$ cat src/rtl/seu_shift_reg_tester.sv
// seu_shift_reg_tester
// Drives a PRBS7 pattern into a single serial SEU test chain of LENGTH stages.
// Compares the chain output against a re-seeded copy of the same stream.
// Counts mismatches in a saturating counter with a sticky flag.
module seu_shift_reg_tester #(
   parameter int         LENGTH = 50,
   parameter int         ERR_W  = 16,
   parameter logic [6:0] SEED   = 7'h7F
) (
   input  logic             clk,
   input  logic             rst_n,
   input  logic             start,
   input  logic             stop,
   input  logic             clear_cnt,
   input  logic             sr_data_out,
   output logic             sr_data_in,
   output logic             sr_mode,
   output logic             busy,
   output logic             checking,
   output logic [ERR_W-1:0] err_count,
   output logic             err_flag
);

   localparam int                 CNT_W     = $clog2(LENGTH + 1);
   localparam logic [CNT_W-1:0]   FILL_LAST = CNT_W'(LENGTH - 1);

   localparam logic [1:0] S_IDLE = 2'd0;
   localparam logic [1:0] S_FILL = 2'd1;
   localparam logic [1:0] S_RUN  = 2'd2;

   logic [1:0]       r_state;
   logic [CNT_W-1:0] r_fill_cnt;
   logic [6:0]       r_gen_lfsr;
   logic [6:0]       r_chk_lfsr;
   logic [ERR_W-1:0] r_err_count;
   logic             r_err_flag;

   logic [1:0]       w_next_state;
   logic             w_busy;
   logic             w_run;
   logic             w_fill_entry;
   logic             w_run_entry;
   logic             w_mismatch;

   // PRBS7 step: shift left, feed back tap 7 xor tap 6
   function automatic logic [6:0] lfsr_next(input logic [6:0] l);
      return {l[5:0], l[6] ^ l[5]};
   endfunction

   // Increment that sticks at all-ones
   function automatic logic [ERR_W-1:0] sat_inc(input logic [ERR_W-1:0] c);
      return (&c) ? c : c + 1'b1;
   endfunction

   assign w_busy       = (r_state == S_FILL) || (r_state == S_RUN);
   assign w_run        = (r_state == S_RUN);
   assign w_fill_entry = (r_state == S_IDLE) && start;
   assign w_run_entry  = (r_state == S_FILL) && (w_next_state == S_RUN);
   assign w_mismatch   = w_run && (sr_data_out != r_chk_lfsr[6]);

   // Next-state decode: start only honoured in IDLE, stop only outside IDLE
   always_comb begin
      w_next_state = r_state;
      case (r_state)
         S_IDLE: if (start) w_next_state = S_FILL;
         S_FILL: begin
            if (stop)                          w_next_state = S_IDLE;
            else if (r_fill_cnt == FILL_LAST)  w_next_state = S_RUN;
         end
         S_RUN:  if (stop) w_next_state = S_IDLE;
         default: w_next_state = S_IDLE;
      endcase
   end

   // State register and fill counter (counts FILL cycles, zero outside FILL)
   always_ff @(posedge clk or negedge rst_n) begin
      if (!rst_n) begin
         r_state    <= S_IDLE;
         r_fill_cnt <= '0;
      end else begin
         r_state    <= w_next_state;
         r_fill_cnt <= ((r_state == S_FILL) && (w_next_state == S_FILL)) ?
                       r_fill_cnt + 1'b1 : '0;
      end
   end

   // Generator LFSR: reseeded when a fill begins, steps while the chain shifts
   always_ff @(posedge clk or negedge rst_n) begin
      if (!rst_n)            r_gen_lfsr <= SEED;
      else if (w_fill_entry) r_gen_lfsr <= SEED;
      else if (w_busy)       r_gen_lfsr <= lfsr_next(r_gen_lfsr);
   end

   // Checker LFSR: reseeded as the first filled bit reaches the chain output
   always_ff @(posedge clk or negedge rst_n) begin
      if (!rst_n)           r_chk_lfsr <= SEED;
      else if (w_run_entry) r_chk_lfsr <= SEED;
      else if (w_run)       r_chk_lfsr <= lfsr_next(r_chk_lfsr);
   end

   // Error accounting: clear takes priority over a simultaneous mismatch
   always_ff @(posedge clk or negedge rst_n) begin
      if (!rst_n) begin
         r_err_count <= '0;
         r_err_flag  <= 1'b0;
      end else if (clear_cnt) begin
         r_err_count <= '0;
         r_err_flag  <= 1'b0;
      end else if (w_mismatch) begin
         r_err_count <= sat_inc(r_err_count);
         r_err_flag  <= 1'b1;
      end
   end

   assign busy       = w_busy;
   assign checking   = w_run;
   assign sr_mode    = w_busy;
   assign sr_data_in = w_busy & r_gen_lfsr[6];
   assign err_count  = r_err_count;
   assign err_flag   = r_err_flag;

endmodule

$ cat config.mk
export PLATFORM = sky130hd
export DESIGN_NAME = seu_shift_reg_tester
export DESIGN_NICKNAME = d
export VERILOG_FILES = /design/src/rtl/seu_shift_reg_tester.sv
export SDC_FILE = /design/constraint.sdc
export NUM_CORES = 1
export LEC_CHECK = 0
export CAP_MARGIN = 20
export CORE_UTILIZATION = 25
export DETAILED_ROUTE_END_ITERATION = 7
export SYNTH_ARGS = -nofsm -noshare
export SYNTH_HDL_FRONTEND = slang
export SYNTH_SLANG_ARGS = --single-unit
export TNS_END_PERCENT = 30
$ cat constraint.sdc
create_clock -name clk -period 4.5 [get_ports clk]
set_clock_uncertainty 0.15 [all_clocks]
set_input_delay 0.45 -clock clk [delete_from_list [all_inputs] [get_ports clk]]
set_output_delay 0.45 -clock clk [all_outputs]
set_load 0.1 [all_outputs]
==> key figures <==
Run status
  • Outcome: completed

Synth
  • Seq cells post-synth: 39
  • Post-synth EDFFs: 0
  • Post-Syn Area: 2080 µm²
  • Post-synth top flop: dfrtp_1
  • Sequential-to-total area share from yosys stat: 47.8%
  • Most frequent cells after synthesis: dfrtp_1, nand2_1, nor2_1
  • Synth top area share: 30.1%
  • Cells after Synth: 203
  • Post-synthesis cell type count: 45
  • Syn Nets: 216
  • Synth area leaders: dfrtp_1, dfstp_2, mux2i_1, nand2_1, ha_1
  • Leading area contributor after synthesis: dfrtp_1
  • Synth warn: 0
  • Mean post-synth cell area: 10.2 µm²
  • Async SR Flop Fraction: 100%

GRT
  • Vias in the first global route: 1,498
  • Grt total ovfl: 0
  • First-pass GRT wire length: 7340 µm
  • Total GRT Usage: 10.8%
  • Initial antenna violation count: 0
  • Largest net degree at the start of global routing: 40

Critical path
  • Setup Crit Path Kind: flop to output port
  • Crit path launch: r_state[0]
  • FF-to-FF Start: r_state[0]
  • CP Capture Type: output port
  • Crit Path Max Fanout: 16
  • Worst endpoint required time: 3.90 ns
  • Critical path launch point type: flop
  • WP data arrival: 2.71 ns

Drt
  • Routed via count: 1,591
  • Routed wire length: 4250 µm
  • Detailed Route Iter0 Violations: 75
  • Drt pass-1 iters: 4
  • Drt via density: 4.76
  • Post-route DRC: 0
  • WL/cell: 12.7 µm
  • DRT antenna net count: 0

Die
  • Die height: 93.2 µm
  • Die span in x: 93.2 µm
  • Core area: 7890 µm²
  • Die ar.: 8680 µm²
  • # rows: 32
  • Initial Utilization: 26.3%
  • I/O pin cnt: 27

STA
  • TNS Setup: 0 ns
  • Highest clock rate: 302 MHz
  • RSZ-0062 raised after global routing: no
  • Slew Limit Headroom: 34.4%
  • Hold Slack: 0.124 ns
  • Worst-Margin Slew: 0.982 ns
  • Final slew viol count: 0
  • Final worst slack: 1.19 ns
  • Tmin final: 3.31 ns
  • Final Cycle Share: 73.6%
  • Final Hold Vio Count: 0
  • Setup Viol. Count Final: 0

Place
  • Setup Slack @ Placement: 1.50 ns
  • Area post-placement: 2440 µm²
  • Gpl congestion: 0.725
  • Post-DP HPWL: 2900 µm
  • Count of buffers from port buffering: 26
  • Dpl cells: 326

Cells and area
  • Design Area, Final: 2540 µm²
  • Syn-to-layout area delta: 22.1%
  • Ant. Diodes: 0
  • Layout cells sized above 1: 13.8%
  • NumNets Final: 244
  • Utilization after layout: 32.2%
  • Final non-filler cell total: 334

CTS
  • Gates resized, CTS repair: 0
  • Post CTS Setup Buffer Count: 0
  • CTS sink count: 39
  • CTS Root Cell: clkbuf_8
  • Clock Tree Buf Depth: 2
  • Clock latency on the worst-skew pair: 0.29 ns
  • CTS tree: yes
  • CTS Buf Count: 5
  • Worst-path clk slew: 0.08 ns
  • Hold_buf cts: 0
  • H-Tree Depth: 2

Power
  • P per Cell Area: 383 nW/µm²
  • Worst VDD drop: 0.144 mV
  • Leak Pwr: 0.965 nW
  • Total power: 0.972 mW

Worst hold path
  • Worst Hold Class: primary input to asynchronous set/reset pin

Job
  • Max-cap violation count: 0
-- where the power goes --
part | total [mW] | internal (mW) | leakage [nW] | switching (mW)
Sequential | 0.422 | 0.398 | 0.494 | 0.0232
Combinational | 0.286 | 0.0872 | 0.419 | 0.199
Clock | 0.264 | 0.140 | 0.0515 | 0.124
-- worst max-delay path: stages (launching register included) --
cell and delay (ns):
dfrtp_1 0.43, inv_1 0.10, ha_1 0.61, clkdlybuf4s50_1 1.27
-- flip-flops by register name (all words and copies together), names as in the netlist --
register,flops
err_count,16
r_state,2
r_chk_lfsr,7
r_gen_lfsr,7
err_flag,1
r_fill_cnt,6
-- layout make-up --
class / instances / area [µm²]
clock buffer: 8 / 100
fill: 810 / 5350
inverter: 7 / 26.3
multi-input combinational: 152 / 1030
sequential: 39 / 993
tap: 102 / 128
timing repair buffer: 26 / 255
-- path summary, 6_finish.rpt --
path                            endpoint  slack, ns  cells past startpoint
setup / recovery                checking       1.19                      3
hold / removal                r_state[0]       0.12                      1
setup reg to reg           r_fill_cnt[4]       1.96                      6
hold reg to reg            r_fill_cnt[0]       0.35                      1
max in group asynchronous     r_state[1]       3.51                      1
min in group clk           r_fill_cnt[0]       0.35                      1
-- layout by cell type, fill, tap and decap left out, types with 2 or more instances in the layout --
cell / n
or4_1: 5
nand2_1: 25
a21oi_1: 14
clkdlybuf4s50_1: 25
nor2b_1: 8
o21ai_0: 6
nand2b_1: 2
and4_1: 3
nor3_1: 2
dfrtp_1: 25
nor4_1: 3
xor2_1: 2
inv_1: 7
dfstp_2: 14
o31ai_1: 5
and3_1: 2
nand3_1: 6
nor2_1: 15
ha_1: 7
clkbuf_8: 7
mux2i_1: 12
nand4_1: 8
xnor2_1: 4
mux2_2: 4
-- routing by layer --
metal,share of wire (%),global-route usage (%)
met4,1.6,3.85
met3,5.3,3.09
met2,44,16.4
met5,0,0
met1,49,14.5
-- logic make-up (layout without fill, tap and decap cells) --
kind of cell / after synthesis / count (layout) / share of synthesized area [%]
AO/OA/AOI/OAI: 36 / 36 / 11.3
XOR/XNOR: 7 / 7 / 3.31
adder cells (fa/ha/maj): 7 / 7 / 4.22
buffers and inverters: 12 / 41 / 2.41
flip-flops: 39 / 39 / 47.8
multiplexers: 16 / 16 / 7.95
AND/OR/NAND/NOR: 86 / 86 / 23.0
Note: power is estimated with default switching activity, not from simulation.
